$ cat config.mk
export PLATFORM = sky130hd
export DESIGN_NAME = id_ex_operand_stage
export DESIGN_NICKNAME = d
export VERILOG_FILES = /design/src/rtl/id_ex_operand_stage.sv
export SDC_FILE = /design/constraint.sdc
export NUM_CORES = 1
export LEC_CHECK = 0
export ABC_CLOCK_PERIOD_IN_PS = 1010
export BUFFER_PORTS_ARGS = -buffer_cell sky130_fd_sc_hd__buf_2
export CORE_MARGIN = 2
export CORE_UTILIZATION = 42
export CTS_BUF_LIST = sky130_fd_sc_hd__clkbuf_4 sky130_fd_sc_hd__clkbuf_8
export DETAILED_ROUTE_END_ITERATION = 8
export PLACE_DENSITY = 0.77
export RECOVER_POWER = 100
export SLEW_MARGIN = 20
export SYNTH_ARGS = -nofsm -noshare
export SYNTH_HDL_FRONTEND = slang
export SYNTH_SLANG_ARGS = --single-unit
export TNS_END_PERCENT = 20
$ cat constraint.sdc
create_clock -name clk -period 1.01 [get_ports clk]
set_clock_uncertainty 0.05 [all_clocks]
set_input_delay 0.0505 -clock clk [delete_from_list [all_inputs] [get_ports clk]]
set_output_delay 0.0505 -clock clk [all_outputs]
set_load 0.02 [all_outputs]
$ cat src/rtl/id_ex_operand_stage.sv
// rtl/id_ex_operand_stage.sv - ID/EX pipeline register with forwarding and ALUSrc operand muxing
module id_ex_operand_stage #(
    parameter int WIDTH   = 32,
    parameter int REGBITS = 5
) (
    input  logic               clk,
    input  logic               reset,
    input  logic               StallE,
    input  logic               FlushE,
    input  logic [WIDTH-1:0]   RD1D,
    input  logic [WIDTH-1:0]   RD2D,
    input  logic [WIDTH-1:0]   SignImmD,
    input  logic [REGBITS-1:0] RsD,
    input  logic [REGBITS-1:0] RtD,
    input  logic [REGBITS-1:0] RdD,
    input  logic [2:0]         ALUControlD,
    input  logic               ALUSrcD,
    input  logic               RegDstD,
    input  logic               RegWriteD,
    input  logic               MemtoRegD,
    input  logic               MemWriteD,
    input  logic [WIDTH-1:0]   ALUOutM,
    input  logic [WIDTH-1:0]   ResultW,
    input  logic [1:0]         ForwardAE,
    input  logic [1:0]         ForwardBE,
    output logic [WIDTH-1:0]   SrcAE,
    output logic [WIDTH-1:0]   SrcBE,
    output logic [2:0]         ALUControlE,
    output logic [WIDTH-1:0]   WriteDataE,
    output logic [REGBITS-1:0] WriteRegE,
    output logic [REGBITS-1:0] RsE,
    output logic [REGBITS-1:0] RtE,
    output logic               RegWriteE,
    output logic               MemtoRegE,
    output logic               MemWriteE,
    output logic               ValidE
);

    logic [WIDTH-1:0]   RD1E;
    logic [WIDTH-1:0]   RD2E;
    logic [WIDTH-1:0]   SignImmE;
    logic [REGBITS-1:0] RdE;
    logic               ALUSrcE;
    logic               RegDstE;

    // A flush is indistinguishable from reset and overrides a simultaneous stall.
    always_ff @(posedge clk) begin
        if (reset || FlushE) begin
            RD1E        <= '0;
            RD2E        <= '0;
            SignImmE    <= '0;
            RsE         <= '0;
            RtE         <= '0;
            RdE         <= '0;
            ALUControlE <= '0;
            ALUSrcE     <= 1'b0;
            RegDstE     <= 1'b0;
            RegWriteE   <= 1'b0;
            MemtoRegE   <= 1'b0;
            MemWriteE   <= 1'b0;
            ValidE      <= 1'b0;
        end else if (!StallE) begin
            RD1E        <= RD1D;
            RD2E        <= RD2D;
            SignImmE    <= SignImmD;
            RsE         <= RsD;
            RtE         <= RtD;
            RdE         <= RdD;
            ALUControlE <= ALUControlD;
            ALUSrcE     <= ALUSrcD;
            RegDstE     <= RegDstD;
            RegWriteE   <= RegWriteD;
            MemtoRegE   <= MemtoRegD;
            MemWriteE   <= MemWriteD;
            ValidE      <= 1'b1;
        end
    end

    // Forwarding stays live while stalled so a held instruction sees fresh bypass data.
    always_comb begin
        SrcAE = RD1E;
        case (ForwardAE)
            2'b01:   SrcAE = ResultW;
            2'b10:   SrcAE = ALUOutM;
            default: SrcAE = RD1E;
        endcase
    end

    always_comb begin
        WriteDataE = RD2E;
        case (ForwardBE)
            2'b01:   WriteDataE = ResultW;
            2'b10:   WriteDataE = ALUOutM;
            default: WriteDataE = RD2E;
        endcase
    end

    assign SrcBE     = ALUSrcE ? SignImmE : WriteDataE;
    assign WriteRegE = RegDstE ? RdE : RtE;

endmodule

==> impl_metrics.csv, run 1 <==
group,metric,value,unit
outcome,status,"complete, but fails checks",
outcome,violations,"negative setup slack",
worst_setup_path,crit_fanout,8,
timing,period_needed,1.61,ns
layout,nets,1335,
grt,antenna_found_initial,3,
grt,grt_max_degree,66,
detailed_routing,viasPerCell,5.49,
min_path,min_path_cells,3,
logic_synthesis,ys_seq_area_frac,0.372,
power,p_sw,4.90,mW
detailed_routing,vias,7374,
timing,worst_slew_pin_slew,0.482,ns
logic_synthesis,async_flop_share,0,
floorplanning,dieArea,16400,um2
detailed_routing,wire_per_inst,20.6,um
power,pwr-share-seq,0.338,
placement,dp_slack,-0.443,ns
worst_setup_path,end_kind,"output pin",
power,pwr_density_cell,1290,nW/um2
detailed_routing,wirelength,27.7,mm
layout,syn2layout_area_growth,77.9,%
logic_synthesis,yosys_warnings,0,
worst_setup_path,cp.arrival,1.51,ns
floorplanning,start_util,0.428,
power,power,14.8,mW
grt,grt_pass1_wl,39.7,mm
timing,min_period_over_period,1.59,
logic_synthesis,synth_cell_types,22,
detailed_routing,initialDrtViolationCount,464,
timing,finalSetupViolations,118,
layout,drive_gt1_frac,0.484,
power,share_comb_of_total_power,0.351,
timing,finalWorstSetupSlack,-0.599,ns
timing,relSlewSlack,0.678,
cts,max-clock-path-buffers,2,
logic_synthesis,synth_edf_count,0,
grt,grt_pass1_vias,7805,
logic_synthesis,synth_area_leader_cell,"dfxtp_1",
detailed_routing,antenna_left,0,
logic_synthesis,syn-num-nets,886,
timing,hold_viol_final,0,
detailed_routing,dr.pass1.iters,5,
logic_synthesis,syn_inst,691,
logic_synthesis,ys.flop_type,"dfxtp_1",
logic_synthesis,synth_area,6450,um2
placement,hpwlAfterDp,15.5,mm
floorplanning,die_w,128,um
floorplanning,io_pins,309,
power,switching_share,0.331,
detailed_routing,drc,0,
worst_setup_path,cp-start-kind,"flip-flop",
power,p_int,9.89,mW
power,leakagePower,5.20,nW
logic_synthesis,synth_commonest_cells,"nor2_1, dfxtp_1, mux2i_1",
floorplanning,core_area,15100,um2
worst_setup_path,crit_type,"reg -> out",
min_path,min_path_type,"in -> reg",
logic_synthesis,synth_area_per_cell,9.34,um2
logic_synthesis,yosysTopAreaCellShare,0.372,
placement,placed_area,8850,um2
placement,gp_congestion,0.852,
timing,tns,-37.56,ns
logic_synthesis,synthTopCellsByArea,"dfxtp_1, mux2i_1, nor2_1",
grt,globalRouteOverflowTotal,0,
power,power.share.clock,0.310,
placement,portBuffers,308,
timing,rsz0062_at_grt,"true",
cts,cts_tree,"yes",
grt,grt_usage,0.311,
timing,fmax,0.622,GHz
power,max-vdd-ir-drop,0.000758,V
timing,drv_slew,0,
layout,final_area,11500,um2
logic_synthesis,ys_ff_latch,120,
flow_run,drv_cap,0,
worst_setup_path,r2r_cells,3,
logic_synthesis,synth.most_common_cell,"nor2_1",
cts,numCtsBuffers,17,
cts,cts.sinks,120,
floorplanning,num_rows,45,
cts,clockRootBuffer,"clkbuf_8",
cts,cts_max_level,4,
cts,post-cts-setup-buffers,0,
cts,clk_latency,0.43,ns
floorplanning,die_h,128,um
cts,path_clk_slew,0.08,ns
worst_setup_path,worstPathRequired,0.91,ns
==> critical path, cell delays in order (launching register included) <==
cell and delay (ns):
dfxtp_4 0.43, clkbuf_16 0.22, o31ai_4 0.28, buf_6 0.15
==> power groups by stage <==
| stage | Sequential (mW) | Clock [mW] | Combinational (mW) |
|---|---|---|---|
| floorplan | 5.08 | 0 | 2.48 |
| global placement | 5.07 | 0 | 3.88 |
| detailed placement | 5.08 | 0 | 3.93 |
| CTS | 5.00 | 4.58 | 4.78 |
| global route | 5.02 | 4.86 | 5.44 |
| finish | 5.00 | 4.59 | 5.20 |
==> logic make-up after synthesis <==
kind of cell | share of synthesized area
AO/OA/AOI/OAI | 0.196
adder cells (fa/ha/maj) | 0.00776
buffers and inverters | 0.0706
flip-flops | 0.372
multiplexers | 0.193
AND/OR/NAND/NOR | 0.160
==> per-stage QoR <==
stage          hold WS [ns]   util  std cells
5_1_grt               0.104  0.761       1344
6_report              0.123  0.761       1344
4_1_cts              0.0766  0.740       1338
3_3_place_gp          0.228  0.587       1186
2_1_floorplan         0.144      -        691
3_5_place_dp          0.237  0.587       1186
==> layer usage <==
layer  wire, um  share of wire  vias to the layer above  track usage
met5          0              0                        -            0
met4       1440          0.052                        0        0.193
met3       2080          0.075                      122       0.0701
met2      14500           0.52                      457        0.559
met1       9680           0.35                     3458        0.328
li1           -              -                     3337            -
==> registers in the layout, summed over array words and instances (netlist names), 3 cells and up <==
signal,cells
RsE,5
RD2E,32
ALUControlE,3
RD1E,32
RdE,5
RtE,5
SignImmE,32
==> layout by cell type (no fill, tap or decap), types with 11 or more instances in the layout <==
master	count
a221oi_4	11
o21ai_2	11
dlygate4sd3_1	120
o21ai_1	21
o31ai_4	32
clkbuf_8	20
dfxtp_1	118
buf_2	207
buf_4	65
buf_12	16
a221oi_2	21
mux2i_1	119
nand2_1	34
a22oi_1	32
nor2_1	134
buf_6	77
nand2_2	30
==> area by class of cell <==
| type | instances | area [um2] |
|---|---|---|
| Multi-Input combinational cell | 505 | 4340 |
| Timing Repair Buffer | 491 | 4050 |
| Fill cell | 920 | 3610 |
| Sequential cell | 120 | 2410 |
| Clock buffer | 22 | 290 |
| Tap cell | 188 | 235 |
| Clock inverter | 10 | 120 |
| Inverter | 5 | 23.8 |
| Antenna cell | 3 | 7.51 |
==> final timing paths <==
| kind | from | end | slack [ns] |
|---|---|---|---|
| max | ALUSrcE | SrcBE[27] | -0.60 |
| max reg2reg | ALUSrcE | ALUSrcE | -0.05 |
| min reg2reg | ValidE | ValidE | 0.44 |
| min | StallE | ValidE | 0.12 |
==> timing repair <==
action,4_1_cts,5_1_grt
pin swaps,10,5
setup endpoints to repair,118,118
endpoints found under the hold margin,119,0
resized for setup,253,81
hold buffers,120,0
cloned,0,3
No activity file was read; power rests on OpenSTA's default activity.
==> run 2: changes to the inputs <==
Settings changed: CELL_PAD_IN_SITES_DETAIL_PLACEMENT set to 2, CELL_PAD_IN_SITES_GLOBAL_PLACEMENT set to 2, CORE_UTILIZATION 42 to 24, PLACE_DENSITY 0.77 to unset, PLACE_DENSITY_LB_ADDON set to 0.1, SKIP_LAST_GASP set to 1.
==> run 2 against run 1 <==
Compared with the run above:
- the flow still finishes with violations (negative setup slack)
- sequential power about the same
- utilization decreased by 34 points
- hold slack got worse by 0.094 ns
- critical path depth increased by 1
- clock power increased by 16%
- combinational power decreased by 7.9%
- cell area decreased by 1.8%
- register-to-register slack improved by 0.10 ns
- via count decreased by 4.5%
- setup slack got worse by 0.021 ns
- routed wire length increased by 3.5%
- maximum frequency decreased by 1.3%
- largest cell class unchanged
- highest routed layer unchanged
==> impl_metrics.csv, run 2 (synthesis gave the netlist of run 1 again) <==
group,metric,value,unit
worst_setup_path,crit_type,"reg -> out",
placement,dp_slack,-0.508,ns
outcome,status,"complete, but fails checks",
layout,final_area,11300,um2
worst_setup_path,cp-start-kind,"flip-flop",
cts,cts_max_level,4,
power,switching_share,0.324,
cts,max-clock-path-buffers,2,
cts,clockRootBuffer,"clkbuf_8",
grt,globalRouteOverflowTotal,0,
outcome,violations,"negative setup slack",
timing,period_needed,1.63,ns
worst_setup_path,reg2reg_from,"ALUSrcE",
worst_setup_path,startpoint,"ALUSrcE",
floorplanning,num_rows,60,
grt,grt_usage,0.204,
worst_setup_path,crit_fanout,6,
layout,drive_gt1_frac,0.454,
power,p_sw,4.88,mW
layout,register_area,2410,um2
layout,nets,1357,
layout,fillCellCount,2916,
layout,final_common_cell,"buf_2",
placement,portBuffers,308,
timing,relSlewSlack,0.656,
detailed_routing,initialDrtViolationCount,167,
timing,fmax,0.614,GHz
floorplanning,io_pins,309,
detailed_routing,viasPerCell,4.64,
worst_setup_path,slowest_delay,0.41,ns
grt,grt_max_degree,42,
min_path,min_from,"StallE",
timing,min_period_over_period,1.61,
power,leakagePower,5.20,nW
layout,multiInputGateArea,3990,um2
power,share_comb_of_total_power,0.317,
floorplanning,core_area,26700,um2
detailed_routing,antenna_left,0,
power,pwr-share-seq,0.330,
layout,top_regs,"RD1E x32, RD2E x32, SignImmE x32",
floorplanning,dieArea,28200,um2
worst_setup_path,cp.arrival,1.53,ns
power,power,15.1,mW
timing,drv_slew,0,
detailed_routing,wirelength,28.7,mm
timing,tns,-41.20,ns
power,max-vdd-ir-drop,0.000874,V
worst_setup_path,crit_chain,"buf_12 -> buf_16 -> o31ai_4 -> buf_6",
placement,gp_congestion,0.732,
timing,finalSetupViolations,119,
layout,syn2layout_area_growth,74.7,%
worst_setup_path,end_kind,"output pin",
timing,worst_slew_pin_slew,0.516,ns
grt,grt_pass1_wl,44.8,mm
min_path,min_path_type,"in -> reg",
power,pwr_density_cell,1340,nW/um2
floorplanning,die_h,168,um
cts,cts.sinks,120,
worst_setup_path,worstPathRequired,0.91,ns
grt,grt_pass1_vias,7947,
cts,cts_tree,"yes",
cts,numCtsBuffers,17,
detailed_routing,drc,0,
worst_setup_path,critPathSlowestCell,"dfxtp_4",
floorplanning,start_util,0.242,
detailed_routing,wire_per_inst,18.9,um
timing,finalWorstSetupSlack,-0.620,ns
detailed_routing,dr.pass1.iters,4,
placement,placed_area,9250,um2
power,p_int,10.2,mW
cts,path_clk_slew,0.08,ns
grt,antenna_found_initial,1,
timing,rsz0062_at_grt,"true",
floorplanning,die_w,168,um
placement,hpwlAfterDp,19.6,mm
timing,hold_viol_final,0,
power,power.share.clock,0.352,
flow_run,drv_cap,0,
timing,hold_ws,0.0299,ns
cts,clk_latency,0.43,ns
layout,final_cell_mix,"buf_2, nor2_1, dlygate4sd3_1",
detailed_routing,vias,7043,
run 2: cell types whose count changed in the layout (fill, tap and decap cells not counted), sizes merged:
cell / previous run / this run
clkbuf: 24 / 20
clkinvlp: 2 / 0
clkinv: 6 / 5
diode: 3 / 1
buf: 369 / 390
inv: 5 / 10
bufinv: 2 / 5
run 2: cell type report:
class	count	share of cell area
multi-input cells	505	0.354
repair buffers	513	0.350
flip-flops and latches	120	0.214
well taps	341	0.0379
clock inverters	15	0.0211
clock buffers	17	0.0208
inverters	5	0.00211
diodes	1	0.000222
run 2: what timing repair did:
action / CTS / global route
pin swaps: 6 / 1
buffers inserted: 3 / 0
hold buffers: 120 / 0
endpoints found under the hold margin: 119 / 0
cloned: 5 / 0
resized for setup: 52 / 10
setup endpoints to repair: 118 / 119
run 2: power groups by stage:
stage / Clock, mW / Sequential, mW / Combinational (mW)
after global placement: 0 / 5.08 / 4.11
after CTS: 5.55 / 4.98 / 4.78
after global routing: 5.76 / 5.00 / 5.11
after floorplan: 0 / 5.08 / 2.48
final: 5.31 / 4.98 / 4.79
after detailed placement: 0 / 5.09 / 4.15
run 2: stage by stage:
step                instances   util
finish                   1517  0.423
global route             1517  0.423
CTS                      1516  0.422
detailed placement       1356  0.347
global placement         1356  0.347
floorplan                 691      -
run 2: worst paths after layout:
check | end | slack (ns) | depth (start not counted)
worst min-delay path | RD1E[5] | 0.03 | 4
worst min register to register | ValidE | 0.44 | 2
worst max-delay path | SrcBE[27] | -0.62 | 4
worst max register to register | ALUSrcE | 0.05 | 3
run 2: worst max-delay path, delay by kind of cell, from the launching register on:
| family | cells | cell delay, ns |
|---|---|---|
| buffers and inverters | 3 | 0.44 |
| AOI/OAI and AO/OA | 1 | 0.24 |
| DFF | 1 | 0.41 |
run 2: per-layer routing:
layer / up-vias / track usage / part of all wire
met4: 0 / 0.0367 / 0.0079
met3: 18 / 0.0442 / 0.051
li1: 3376 / - / -
met2: 196 / 0.375 / 0.52
met1: 3453 / 0.244 / 0.42
met5: - / 0 / 0
==> run 3: changes to the inputs <==
Settings changed: BUFFER_PORTS_ARGS -buffer_cell sky130_fd_sc_hd__buf_2 to unset, CORE_MARGIN 2 to 1, CORE_UTILIZATION 24 to 33, DONT_BUFFER_PORTS set to 1.
==> run 3 against run 2 <==
Compared with the run above:
- the flow finishes with violations (negative hold slack, negative setup slack)
- via count down 14%
- routed wire length down 4.6%
- register-to-register slack about the same
- sequential cell count unchanged
- critical path depth down 1
- cell area down 16%
- setup slack better by 0.10 ns
- combinational power down 20%
- non-clock buffer count down 277
- utilization up 7.4 points
==> impl_metrics.csv, run 3 (synthesis gave the netlist of run 1 again) <==
group,metric,value,unit
detailed_routing,drc,0,
worst_setup_path,crit_type,"reg -> out",
worst_setup_path,crit_fanout,5,
worst_setup_path,cp_top_family,"flip-flops",
layout,drive_gt1_frac,0.278,
timing,worst_slew_pin_slew,0.528,ns
cts,clockRootBuffer,"clkbuf_8",
cts,cts.sinks,120,
worst_setup_path,worst-path-stages,3,
worst_setup_path,cp_common_cell,"buf_6",
power,leakagePower,3.91,nW
grt,globalRouteOverflowTotal,0,
worst_setup_path,end_kind,"output pin",
layout,top_regs,"RD1E x32, RD2E x32, SignImmE x32",
floorplanning,start_util,0.340,
floorplanning,io_pins,309,
detailed_routing,initialDrtViolationCount,202,
worst_setup_path,critPathSlowestCell,"dfxtp_4",
timing,relSlewSlack,0.648,
floorplanning,die_h,142,um
detailed_routing,wirelength,27.3,mm
floorplanning,num_rows,50,
power,pwr_density_cell,1400,nW/um2
placement,portBuffers,0,
timing,fmax,0.655,GHz
worst_setup_path,crit_chain,"buf_6 -> o31ai_4 -> buf_6",
cts,max-clock-path-buffers,2,
timing,period_needed,1.53,ns
flow_run,drv_cap,0,
min_path,min_from,"StallE",
timing,hold_viol_final,118,
grt,grt_max_degree,121,
layout,fillCellCount,1940,
floorplanning,dieArea,20100,um2
worst_setup_path,worstPathRequired,0.91,ns
timing,tns,-34.69,ns
cts,cts_tree,"yes",
floorplanning,die_w,142,um
detailed_routing,viasPerCell,5.26,
cts,hold_buffers,119,
cts,numCtsBuffers,17,
timing,min_period_over_period,1.51,
power,max-vdd-ir-drop,0.000781,V
cts,path_clk_slew,0.09,ns
power,power,13.1,mW
outcome,status,"complete, but fails checks",
cts,cts_max_level,4,
detailed_routing,dr.pass1.iters,4,
worst_setup_path,r2r_cells,3,
timing,finalWorstSetupSlack,-0.517,ns
layout,multiInputGateArea,3980,um2
layout,register_area,2410,um2
layout,syn2layout_area_growth,46.0,%
layout,nets,1080,
worst_setup_path,r2r_slack,0.04,ns
timing,hold_ws,-0.267,ns
timing,rsz0062_at_grt,"true",
worst_setup_path,cp.arrival,1.43,ns
worst_setup_path,slowest_delay,0.41,ns
floorplanning,core_area,19000,um2
detailed_routing,wire_per_inst,23.6,um
min_path,min_path_type,"in -> reg",
outcome,violations,"negative hold slack, negative setup slack",
timing,finalSetupViolations,118,
worst_setup_path,reg2reg_from,"ALUSrcE",
layout,final_common_cell,"nor2_1",
detailed_routing,vias,6091,
placement,gp_congestion,0.780,
grt,grt_pass1_wl,40.9,mm
worst_setup_path,r2r-end,"ALUSrcE",
placement,hpwlAfterDp,17.1,mm
worst_setup_path,worst-path-buf-inv,2,
grt,grt_usage,0.267,
grt,antenna_found_initial,0,
layout,final_cell_mix,"nor2_1, dfxtp_1, mux2i_1, dlygate4sd3_1, buf_4",
min_path,min_to,"RsE[3]",
grt,grt_pass1_vias,7209,
worst_setup_path,cp-start-kind,"flip-flop",
detailed_routing,antenna_left,0,
layout,n_antenna_cell,0,
cts,clk_latency,0.44,ns
timing,drv_slew,0,
min_path,min_path_cells,2,
[run 3: cell count changes in the layout (fill, tap and decap cells not counted), moves of 7 or more]
| cell | delta |
|---|---|
| nand2_2 | -7 |
| buf_12 | -8 |
| buf_2 | -282 |
| buf_6 | -20 |
| nand2_1 | +7 |
| buf_4 | +40 |
[run 3: worst max path at each step]
stage	from	endpoint	slack, ns
after detailed placement	ForwardBE[0]	SrcBE[0]	-0.36
after floorplan	ForwardBE[1]	SrcBE[22]	-0.18
after global routing	ALUSrcE	SrcBE[8]	-0.59
after global placement	ForwardBE[0]	SrcBE[0]	-0.37
final	ALUSrcE	SrcBE[0]	-0.52
after CTS	ALUSrcE	SrcBE[0]	-0.56
[run 3: cell type report]
type,count,area share
clock buffer,18,0.0263
clock inverter,14,0.0133
inverter,5,0.00252
multi-input combinational,505,0.422
sequential,120,0.255
tap,260,0.0345
timing repair buffer,236,0.246
[run 3: stage by stage]
| step | setup slack [ns] | area, um2 | hold WS (ns) | std cells | util |
|---|---|---|---|---|---|
| 4_1_cts | -0.563 | 9380 | -0.339 | 1157 | 0.495 |
| 2_1_floorplan | -0.182 | 6850 | 0.144 | 691 | - |
| 3_5_place_dp | -0.355 | 7770 | 0.125 | 1003 | 0.410 |
| 5_1_grt | -0.588 | 9420 | -0.310 | 1158 | 0.497 |
| 3_3_place_gp | -0.370 | 7770 | 0.123 | 1003 | 0.410 |
| 6_report | -0.517 | 9420 | -0.267 | 1158 | 0.497 |
[run 3: power breakdown]
group / internal [mW] / total [mW] / switching (mW)
registers: 4.88 / 4.99 / 0.102
logic: 1.72 / 3.82 / 2.10
clock network: 2.02 / 4.34 / 2.32
[run 3: worst register-to-register path, stage by stage, from the launching register on]
cell and delay, ns:
dfxtp_4 0.41, buf_12 0.18, mux2i_1 0.16, nor2_1 0.05
[run 3: routing by layer]
| metal | track usage | routed length [um] | part of all wire | vias up |
|---|---|---|---|---|
| li1 | - | - | - | 2809 |
| met1 | 0.288 | 10900 | 0.40 | 3019 |
| met2 | 0.494 | 14300 | 0.52 | 221 |
| met3 | 0.0753 | 1620 | 0.059 | 42 |
| met4 | 0.0956 | 598 | 0.022 | 0 |
| met5 | 0 | 0 | 0 | - |
[run 3: what timing repair did]
| action | in CTS | in global routing |
|---|---|---|
| pin swaps | 14 | 5 |
| buffers inserted | 2 | 1 |
| cloned | 1 | 0 |
| endpoints found under the hold margin | 120 | 120 |
| endpoints found under the setup margin | 118 | 119 |
| resized for setup | 4 | 6 |
